[src/rtl/handshake_constant_burst.sv]
// Elastic constant/stride source: each accepted control token yields BURST data
// tokens starting at CONST_VALUE and advancing by STEP, from a registered output stage.
module handshake_constant_burst #(
    parameter int unsigned           DATA_WIDTH  = 32,
    parameter logic [DATA_WIDTH-1:0] CONST_VALUE = '0,
    parameter logic [DATA_WIDTH-1:0] STEP        = '0,
    parameter int unsigned           BURST       = 1
) (
    input  logic                  clk,
    input  logic                  rst,
    input  logic                  ctrl_valid,
    output logic                  ctrl_ready,
    output logic [DATA_WIDTH-1:0] outs,
    output logic                  outs_valid,
    input  logic                  outs_ready,
    output logic                  outs_last
);

    localparam int unsigned      IDX_W    = (BURST > 1) ? $clog2(BURST) : 1;
    localparam logic [IDX_W-1:0] LAST_IDX = IDX_W'(BURST - 1);
    localparam logic [IDX_W-1:0] IDX_ONE  = IDX_W'(1);
    localparam logic             SINGLE   = (BURST == 1);

    typedef enum logic {
        IDLE,
        EMIT
    } state_t;

    state_t           state;
    logic [IDX_W-1:0] idx;
    logic             start_burst;

    // Accepting the final beat frees the stage in the same cycle, so a waiting
    // control token can restart the burst without a bubble.
    always_comb begin
        ctrl_ready  = (state == IDLE) || ((state == EMIT) && outs_last && outs_ready);
        start_burst = ctrl_valid && ctrl_ready;
    end

    always_ff @(posedge clk) begin
        if (rst) begin
            state      <= IDLE;
            outs_valid <= 1'b0;
            outs_last  <= 1'b0;
            outs       <= CONST_VALUE;
            idx        <= '0;
        end else if (start_burst) begin
            state      <= EMIT;
            outs_valid <= 1'b1;
            outs       <= CONST_VALUE;
            idx        <= '0;
            outs_last  <= SINGLE;
        end else if ((state == EMIT) && outs_ready) begin
            if (outs_last) begin
                state      <= IDLE;
                outs_valid <= 1'b0;
                outs_last  <= 1'b0;
            end else begin
                idx       <= idx + IDX_ONE;
                outs      <= outs + STEP;
                outs_last <= ((idx + IDX_ONE) == LAST_IDX);
            end
        end
    end

endmodule

[config.mk]
export PLATFORM = sky130hd
export DESIGN_NAME = handshake_constant_burst
export DESIGN_NICKNAME = d
export VERILOG_FILES = /design/src/rtl/handshake_constant_burst.sv
export SDC_FILE = /design/constraint.sdc
export NUM_CORES = 1
export LEC_CHECK = 0
export BUFFER_PORTS_ARGS = -buffer_cell sky130_fd_sc_hd__buf_2
export CELL_PAD_IN_SITES_DETAIL_PLACEMENT = 0
export CELL_PAD_IN_SITES_GLOBAL_PLACEMENT = 1
export CORE_MARGIN = 3
export CORE_UTILIZATION = 21
export DETAILED_ROUTE_END_ITERATION = 10
export PLACE_DENSITY_LB_ADDON = 0.08
export SKIP_LAST_GASP = 1
export SYNTH_ARGS = -nofsm -noshare
export SYNTH_HDL_FRONTEND = slang
export SYNTH_SLANG_ARGS = --single-unit
[constraint.sdc]
create_clock -name clk -period 0.96 [get_ports clk]
set_input_delay 0.096 -clock clk [delete_from_list [all_inputs] [get_ports clk]]
set_output_delay 0.096 -clock clk [all_outputs]
set_load 0.05 [all_outputs]
==> results.md <==
- Worst path cell trace: a21boi_4 > inv_2 > buf_6
- Worst EP required: 0.86 ns
- Crit end category: output pin
- Yosys top cell area share: 61.3%
- Synth top area cells: buf_4, dfxtp_1, nor3b_2
- Status: complete, but fails checks
- Vias per cell: 2.73
- Simple-gate portion of the synthesized area: 14.7%
- Part of the cycle the worst path needs: 109%
- DRC viols: 0
- Hold depth: 2
- Top-level port count: 39
- Ant diodes: 0
- Post-DP Area: 333 um^2
- Failing checks: negative setup slack
- CP Max Fanout: 5
- Slew Viols, Final: 0
- Effective utilization at floorplan: 24.0%
- R2r endpoint: outs_last$_SDFFE_PP0P_
- Share of cells above drive strength 1: 28.3%
- Worst skew pair latency: 0.23 ns
- Commonest non-fill, non-tap cells in the layout: conb_1, buf_2, clkbuf_4
- Inserted Clock Buffers: 3
- Worst Clk Skew: 0.00232 ns
- Synth Area in XOR/XNOR: 0%
- Lkg Pwr: 0.217 nW
- Fillers: 191
- Clock slew at reported path FFs: 0.04 ns
- Cts hold-fix bufs: 0
- Fin area: 403 um^2
- CP Data Arrival Time: 0.95 ns
- Critical-path top delay cell: dfxtp_4
- FF+latch area: 65.1 um^2
- Port Buf Inserts: 6
- Max-Cap Viols: 0
- Die Width: 49.2 um
- VDD IR max: 485 uV
- R2R cell count: 4
- Die area: 0.00242 mm^2
- Pin count of the biggest net entering global routing: 6
- Complex-gate fraction of the synthesized area: 6.71%
- Min Clock Period, post-route: 1.04 ns
- CTS sink cnt: 3
- Crit Reg-Reg Startpoint: state$_SDFFE_PP0P_
- Total gr overflow: 0
- WL/cell: 6.37 um
- Area leader, netlist: buf_4
- Hold path start: rst
- First DRT Iteration DRCs: 0
- HPWL after DPL: 464 um
- CTS H-tree lvls: 1
- End of the worst hold path: state$_SDFFE_PP0P_
- Area of the mapped netlist: 392 um^2
- Initial antenna violation count: 0
- Net count, final: 65
- Vias: 229
- Yosys cell types: 14
- Crit Path Class: reg -> out
- Reg2reg setup slack: 0.06 ns
- Setup ws final: -0.0834 ns
- DRT antenna net count: 0
- RD Place Congestion: 0.700
- Hold Fails Final Rpt: 0
- Syn avg cell area: 7.83 um^2
- CP bufs+invs: 2
- Sequential fraction of the synthesis area: 15.3%
- First-pass GRT wire length: 669 um
- Crit-path leading delay family: flip-flops
- RSZ-0062 raised after global routing: true
- Startpoint Class: register
- Area of the multi-input gates: 228 um^2
- Synth Register Bits: 3
- Final WL: 535 um
- Max Buffers Root-to-Sink: 2
- Hold WC Path Type: in -> reg
- Vias in the first global route: 158
- Total Power: 0.760 mW
- Core outline area: 0.00163 mm^2
- Clk root buf: clkbuf_4
- CP Depth: 3
- Chip Height: 49.2 um
- Post-route insts no fill: 84
- Global Route Usage Sum: 4.06%
- Area Overhead vs Synth: 2.88%
- Most common cell after layout, fill and taps aside: conb_1
- Proportion of synthesized area in mux cells: 0%
- CTS tree: built
- Ys Warns: 0
- Largest family of logic cells by synthesized area: buffers and inverters
- Rows: 14
- Dpl cells: 79
- Final setup vio count: 1
- Mapped Cells: 50
- Critical Path Max Stage Delay: 0.35 ns
- Post-synthesis adder-cell area fraction: 0%
- TritonRoute pass-1 iters: 1
- F_max: 0.958 GHz
- Pwr Density: 1890 mW/mm^2
-- power by group --
part | switching [mW] | total (mW) | internal (mW)
Clock | 0.0638 | 0.219 | 0.156
Combinational | 0.342 | 0.391 | 0.0497
Sequential | 0.0135 | 0.149 | 0.135
-- layer usage --
layer | wire (um) | global-route usage [%] | up-vias
met1 | 147 | 3.47 | 93
li1 | - | - | 112
met4 | 0 | 5.69 | 0
met3 | 107 | 1.83 | 0
met5 | 0 | 0 | -
met2 | 279 | 6.03 | 24
-- worst max-delay path by stage --
stage / start / slack (ns) / endpoint
after floorplan: outs_last$_SDFFE_PP0P_ / 0.0003 / outs_last$_SDFFE_PP0P_
after global placement: state$_SDFFE_PP0P_ / 0.06 / ctrl_ready
after detailed placement: state$_SDFFE_PP0P_ / 0.06 / ctrl_ready
after CTS: state$_SDFFE_PP0P_ / -0.10 / ctrl_ready
after global routing: state$_SDFFE_PP0P_ / -0.13 / ctrl_ready
final: state$_SDFFE_PP0P_ / -0.08 / ctrl_ready
-- kinds of logic after synthesis --
family	after synthesis
buffers and inverters	33
and+or+nand+nor	9
AOI/OAI and AO/OA	4
DFF	3
other	1
-- synthesized netlist by cell type --
library cell	number
nor3_1	2
a21boi_2	1
a21oi_1	2
nand3b_1	1
inv_1	1
nor2b_1	1
nand2b_1	1
nor3b_2	1
dfxtp_1	3
conb_1	1
o21ai_1	1
buf_4	32
nor2_1	2
and2b_1	1
-- per-stage QoR --
stage	setup TNS (ns)	setup slack (ns)	hold WS, ns	utilization [%]
6_report	-0.0834	-0.0834	0.0637	24.7
5_1_grt	-0.143	-0.132	0.0714	24.7
4_1_cts	-0.143	-0.103	0.0455	23.5
3_5_place_dp	0	0.0648	0.298	20.4
3_3_place_gp	0	0.0558	0.297	20.4
2_1_floorplan	0	0.000313	0.159	-
-- timing repair --
| action | in CTS | in global routing |
|---|---|---|
| gates resized for setup | 4 | 4 |
| pin swaps | 0 | 1 |
| setup buffers | 1 | 0 |
| endpoints found under the setup margin | 2 | 3 |
-- state kept, by name, summed over array words and instances (netlist names) --
register	flops
idx	1
outs_last	1
state	1
-- area by class of cell --
class,instances,area share [%]
repair buffers,7,12.4
multi-input cells,45,56.5
well taps,24,7.45
inverters,1,0.932
flip-flops and latches,3,16.1
clock buffers,4,6.52
No activity file was read; power rests on OpenSTA's default activity.
